## config.mk

```make
export PLATFORM = sky130hd
export DESIGN_NAME = ifetch_pc
export DESIGN_NICKNAME = d
export VERILOG_FILES = /design/src/rtl/ifetch_pc.sv
export SDC_FILE = /design/constraint.sdc
export NUM_CORES = 1
export LEC_CHECK = 0
export CAP_MARGIN = 25
export CORE_ASPECT_RATIO = 2
export CORE_MARGIN = 5
export CORE_UTILIZATION = 45
export CTS_BUF_LIST = sky130_fd_sc_hd__clkbuf_4
export CTS_CLUSTER_SIZE = 24
export DETAILED_ROUTE_END_ITERATION = 8
export MAX_ROUTING_LAYER = met4
export PLACE_DENSITY = 0.87
export SLEW_MARGIN = 25
export SYNTH_ARGS = -nofsm -noshare
export SYNTH_HDL_FRONTEND = slang
export SYNTH_SLANG_ARGS = --single-unit
```

## constraint.sdc

```tcl
create_clock -name cpu_clk -period 3.4 [get_ports cpu_clk]
set_input_delay 1.02 -clock cpu_clk [delete_from_list [all_inputs] [get_ports cpu_clk]]
set_output_delay 1.02 -clock cpu_clk [all_outputs]
set_load 0.005 [all_outputs]
```

## src/rtl/ifetch_pc.sv

```systemverilog
// Instruction-fetch PC register and single-outstanding fetch sequencer.
// Latency: request one cycle after leaving reset; inst_valid two cycles after request entry when memory is ready and responds at once.
// Backpressure: holds imem_req_valid/imem_addr stable until imem_req_ready; holds pc/inst until pc_adv.
//
// Ports:
//   cpu_clk, cpu_rstn         - clock, synchronous active-low reset
//   npc, pc_adv               - next PC from the next-PC unit, advance strobe
//   pc                        - current PC
//   imem_req_valid/ready/addr - fetch request channel
//   imem_resp_valid/data      - fetch response channel
//   inst, inst_valid          - held instruction for pc
//   fetch_err                 - sticky misaligned-npc flag
//   fetch_cnt                 - completed fetch counter (wraps)
module ifetch_pc #(
  parameter logic [31:0] RESET_PC = 32'h1C00_0000
) (
  input  logic        cpu_clk,
  input  logic        cpu_rstn,
  input  logic [31:0] npc,
  input  logic        pc_adv,
  output logic [31:0] pc,
  output logic        imem_req_valid,
  input  logic        imem_req_ready,
  output logic [31:0] imem_addr,
  input  logic        imem_resp_valid,
  input  logic [31:0] imem_resp_data,
  output logic [31:0] inst,
  output logic        inst_valid,
  output logic        fetch_err,
  output logic [31:0] fetch_cnt
);

  typedef enum logic [2:0] {
    S_IDLE = 3'd0,
    S_REQ  = 3'd1,
    S_WAIT = 3'd2,
    S_HOLD = 3'd3,
    S_ERR  = 3'd4
  } state_t;

  state_t      state_q, state_d;
  logic [31:0] pc_q, pc_d;
  logic [31:0] inst_q, inst_d;
  logic        fetch_err_q, fetch_err_d;
  logic [31:0] fetch_cnt_q, fetch_cnt_d;

  always_comb begin
    state_d     = state_q;
    pc_d        = pc_q;
    inst_d      = inst_q;
    fetch_err_d = fetch_err_q;
    fetch_cnt_d = fetch_cnt_q;

    case (state_q)
      S_IDLE: begin
        state_d = S_REQ;
      end
      S_REQ: begin
        // Only one request in flight: accepted request waits for its response.
        if (imem_req_ready) begin
          state_d = S_WAIT;
        end
      end
      S_WAIT: begin
        if (imem_resp_valid) begin
          inst_d      = imem_resp_data;
          fetch_cnt_d = fetch_cnt_q + 32'd1;
          state_d     = S_HOLD;
        end
      end
      S_HOLD: begin
        if (pc_adv) begin
          if (npc[1:0] == 2'b00) begin
            pc_d    = npc;
            state_d = S_REQ;
          end else begin
            // Misaligned target: freeze pc and stop fetching until reset.
            fetch_err_d = 1'b1;
            state_d     = S_ERR;
          end
        end
      end
      S_ERR: begin
        state_d = S_ERR;
      end
      default: begin
        state_d = S_IDLE;
      end
    endcase
  end

  always_ff @(posedge cpu_clk) begin
    if (!cpu_rstn) begin
      state_q     <= S_IDLE;
      pc_q        <= RESET_PC;
      inst_q      <= 32'd0;
      fetch_err_q <= 1'b0;
      fetch_cnt_q <= 32'd0;
    end else begin
      state_q     <= state_d;
      pc_q        <= pc_d;
      inst_q      <= inst_d;
      fetch_err_q <= fetch_err_d;
      fetch_cnt_q <= fetch_cnt_d;
    end
  end

  // Moore outputs: decoded from registered state only.
  assign pc             = pc_q;
  assign imem_addr      = pc_q;
  assign imem_req_valid = (state_q == S_REQ);
  assign inst_valid     = (state_q == S_HOLD);
  assign inst           = inst_q;
  assign fetch_err      = fetch_err_q;
  assign fetch_cnt      = fetch_cnt_q;

endmodule
```

==> impl_metrics.py <==
metrics = {
    "outcome": {
        "status": "completed",
    },
    "clock_network": {
        "cts-buffers-inserted": 9,
        "cts_tree": "done",
        "clkLatencyLatePin_ns": 0.44,
        "cts_root_buf": "clkbuf_4",
        "htreeDepth": 3,
        "post_cts_resize_count": 0,
        "cts_setup_buffers": 0,
        "cts.hold.buffers_added": 0,
        "cts.clk_slew.worst_paths_ns": 0.15,
        "cts.path.max_buffers": 2,
        "numClockSinks": 100,
    },
    "synth": {
        "synthTopCellsByCount": "nand2_1, dfxtp_1, a21oi_1, buf_4, clkbuf_1",
        "synth_cell_types": 34,
        "yosys-top-cells-area": "dfxtp_1, nand2_1, a21oi_1",
        "seq_area_frac_synth_pct": 48.1,
        "syn_inst": 518,
        "avgSynthCellArea_sq_um": 8.03,
        "synthFlopType": "dfxtp_1",
        "synth_edf_count": 0,
        "synth_top_area_share_pct": 48.1,
        "synthMostInstantiatedCell": "nand2_1",
        "yosysTopAreaCell": "dfxtp_1",
        "syn_area_sq_um": 4160,
        "synthArstFlopShare_pct": 0,
        "yosysWarningCount": 0,
        "synth-seq-cells": 100,
        "synth_nets": 588,
    },
    "detailed_routing": {
        "wl_per_cell_um": 16.5,
        "drc": 0,
        "antenna_left": 0,
        "vias_per_cell": 5.42,
        "totalWireLength_um": 12900,
        "drt_first_pass_iters": 4,
        "drt_iter0_markers": 194,
        "vias": 4252,
    },
    "timing": {
        "period_share_pct": 84.9,
        "final_max_slew_viol_count": 0,
        "slew_headroom_pct": 64.8,
        "hold_viol_final": 0,
        "max_freq_mhz": 347,
        "clock_skew_ns": 0.0165,
        "tightest_slew_ns": 0.528,
        "setup_ws_ns": 0.514,
        "setup_violations": 0,
        "tns_ns": 0,
        "rsz0062_at_grt": "false",
        "period_needed_ns": 2.89,
    },
    "power_and_ir_drop": {
        "leakage_nw": 2.04,
        "worst_ir_drop_vdd_mv": 0.276,
        "powerDensity_nw_per_um2": 320,
    },
    "grt": {
        "antenna_found_initial": 1,
        "grt_pass1_vias": 4211,
        "overflow": 0,
        "grt_start_max_net_pins": 39,
        "globalRouteTotalUtil_pct": 22.5,
        "grt_pass1_wl_um": 20300,
    },
    "finish": {
        "drive_gt1_share_pct": 4.84,
        "fillCellCount": 728,
        "areaGrowthSynthToFinish_pct": 48.9,
        "nets": 748,
    },
    "setup_path": {
        "crit_required_ns": 3.78,
        "crit_type": "in2reg",
        "crit_arrival_ns": 3.27,
        "r2r_slack_ns": 1.07,
        "worstRegToRegCells": 5,
        "r2r-end": "fetch_cnt[14]",
        "endpoint_kind": "register",
        "cp_max_fo": 15,
        "regToRegStartpoint": "state_q[0]",
        "critPathLaunchType": "input pin",
    },
    "flow_run": {
        "drv_cap": 0,
    },
    "floorplan": {
        "start_util_pct": 46.2,
        "rows": 49,
        "die_area_sq_um": 11400,
        "die_y_um": 146,
        "ioPinCount": 200,
        "core_sq_um": 9010,
        "die_w_um": 78.0,
    },
    "worst_hold_path": {
        "min_to": "inst[14]",
        "worstHoldStart": "inst[14]",
        "min_path_type": "reg2reg",
        "whs_path_depth": 2,
    },
    "placed_design": {
        "dp_hpwl_um": 10200,
        "pre_cts_ws_ns": 0.0380,
        "gp_congestion": 0.837,
        "portBuffers": 199,
    },
}
## report_power, final
part	leakage (nW)	switching (mW)	internal, mW
Clock	0.0741	0.375	0.227
Combinational	1.16	0.0669	0.117
Sequential	0.807	0.0119	1.19
Total	2.04	0.454	1.53
## placed cells by master (no fill, tap or decap), types with 3 or more instances in the layout
master	count
dfxtp_1	100
and2_1	4
buf_4	13
inv_1	5
and3_1	5
clkbuf_4	10
nor2_1	16
xor2_1	4
or3_1	8
nand2b_1	3
xnor2_1	6
nand2_1	137
o21ai_0	9
nand3_1	14
nand4_1	13
clkdlybuf4s50_1	199
and4_1	4
a21oi_1	80
o31ai_1	10
or4_1	14
nor3_1	3
## through the flow
step / util (%) / instance area [sq um] / total power, mW / instances / hold slack [ns]
global route: 68.7 / 6190 / 2.06 / 785 / 0.483
finish: 68.7 / 6190 / 1.98 / 785 / 0.464
detailed placement: 67.3 / 6060 / 1.41 / 769 / 0.446
floorplan: - / 4160 / 1.27 / 518 / 0.453
global placement: 67.3 / 6060 / 1.40 / 769 / 0.440
CTS: 68.7 / 6190 / 2.00 / 784 / 0.462
## cell families (layout without fill, tap and decap cells)
family	count (synthesis)	in the layout	share of synthesized area [%]
DFF	100	100	48.1
xor gates and xnor gates	10	10	2.11
and+or+nand+nor	229	229	25.8
AOI/OAI and AO/OA	107	107	14.1
buffers and inverters	71	235	9.56
adders and majority gates	1	1	0.301
other	0	1	0
## routing by layer
layer	GRT usage [%]	wire, um	vias to the layer above
met1	22.0	4530	1965
met3	4.15	728	50
li1	-	-	2062
met4	10.1	492	0
met5	-	0	-
met2	41.4	7200	175
## final cells by class
| cell class | instances | area, sq um | area share [%] |
|---|---|---|---|
| Antenna cell | 1 | 2.50 | 0.0404 |
| Tap cell | 102 | 128 | 2.06 |
| Inverter | 6 | 22.5 | 0.364 |
| Multi-Input combinational cell | 347 | 1780 | 28.8 |
| Timing Repair Buffer | 214 | 2130 | 34.4 |
| Sequential cell | 100 | 2000 | 32.3 |
| Clock inverter | 5 | 52.6 | 0.848 |
| Clock buffer | 10 | 75.1 | 1.21 |
## flip-flops by register name, indices dropped and copies added, names as in the netlist
name and flops:
imem_addr 32, state_q 3, fetch_cnt 32, fetch_err 1
inst 32
## critical path: stages
cell and delay (ns):
clkdlybuf4s50_1 0.51, nand4bb_1 0.19, or4_1 0.81, buf_4 0.26
or3_1 0.30, a21oi_1 0.18
## worst max path at each step
stage               startpoint            end  slack, ns  cells after the start
6_report       imem_resp_valid  fetch_cnt[14]       0.51                      6
5_1_grt        imem_resp_valid  fetch_cnt[31]       0.45                      6
4_1_cts        imem_resp_valid  fetch_cnt[14]       0.52                      6
3_5_place_dp   imem_resp_valid  fetch_cnt[14]       0.04                      6
3_3_place_gp   imem_resp_valid  fetch_cnt[31]       0.13                      6
2_1_floorplan  imem_resp_valid  fetch_cnt[27]       0.78                      6
(Power assumes the default switching activity.)
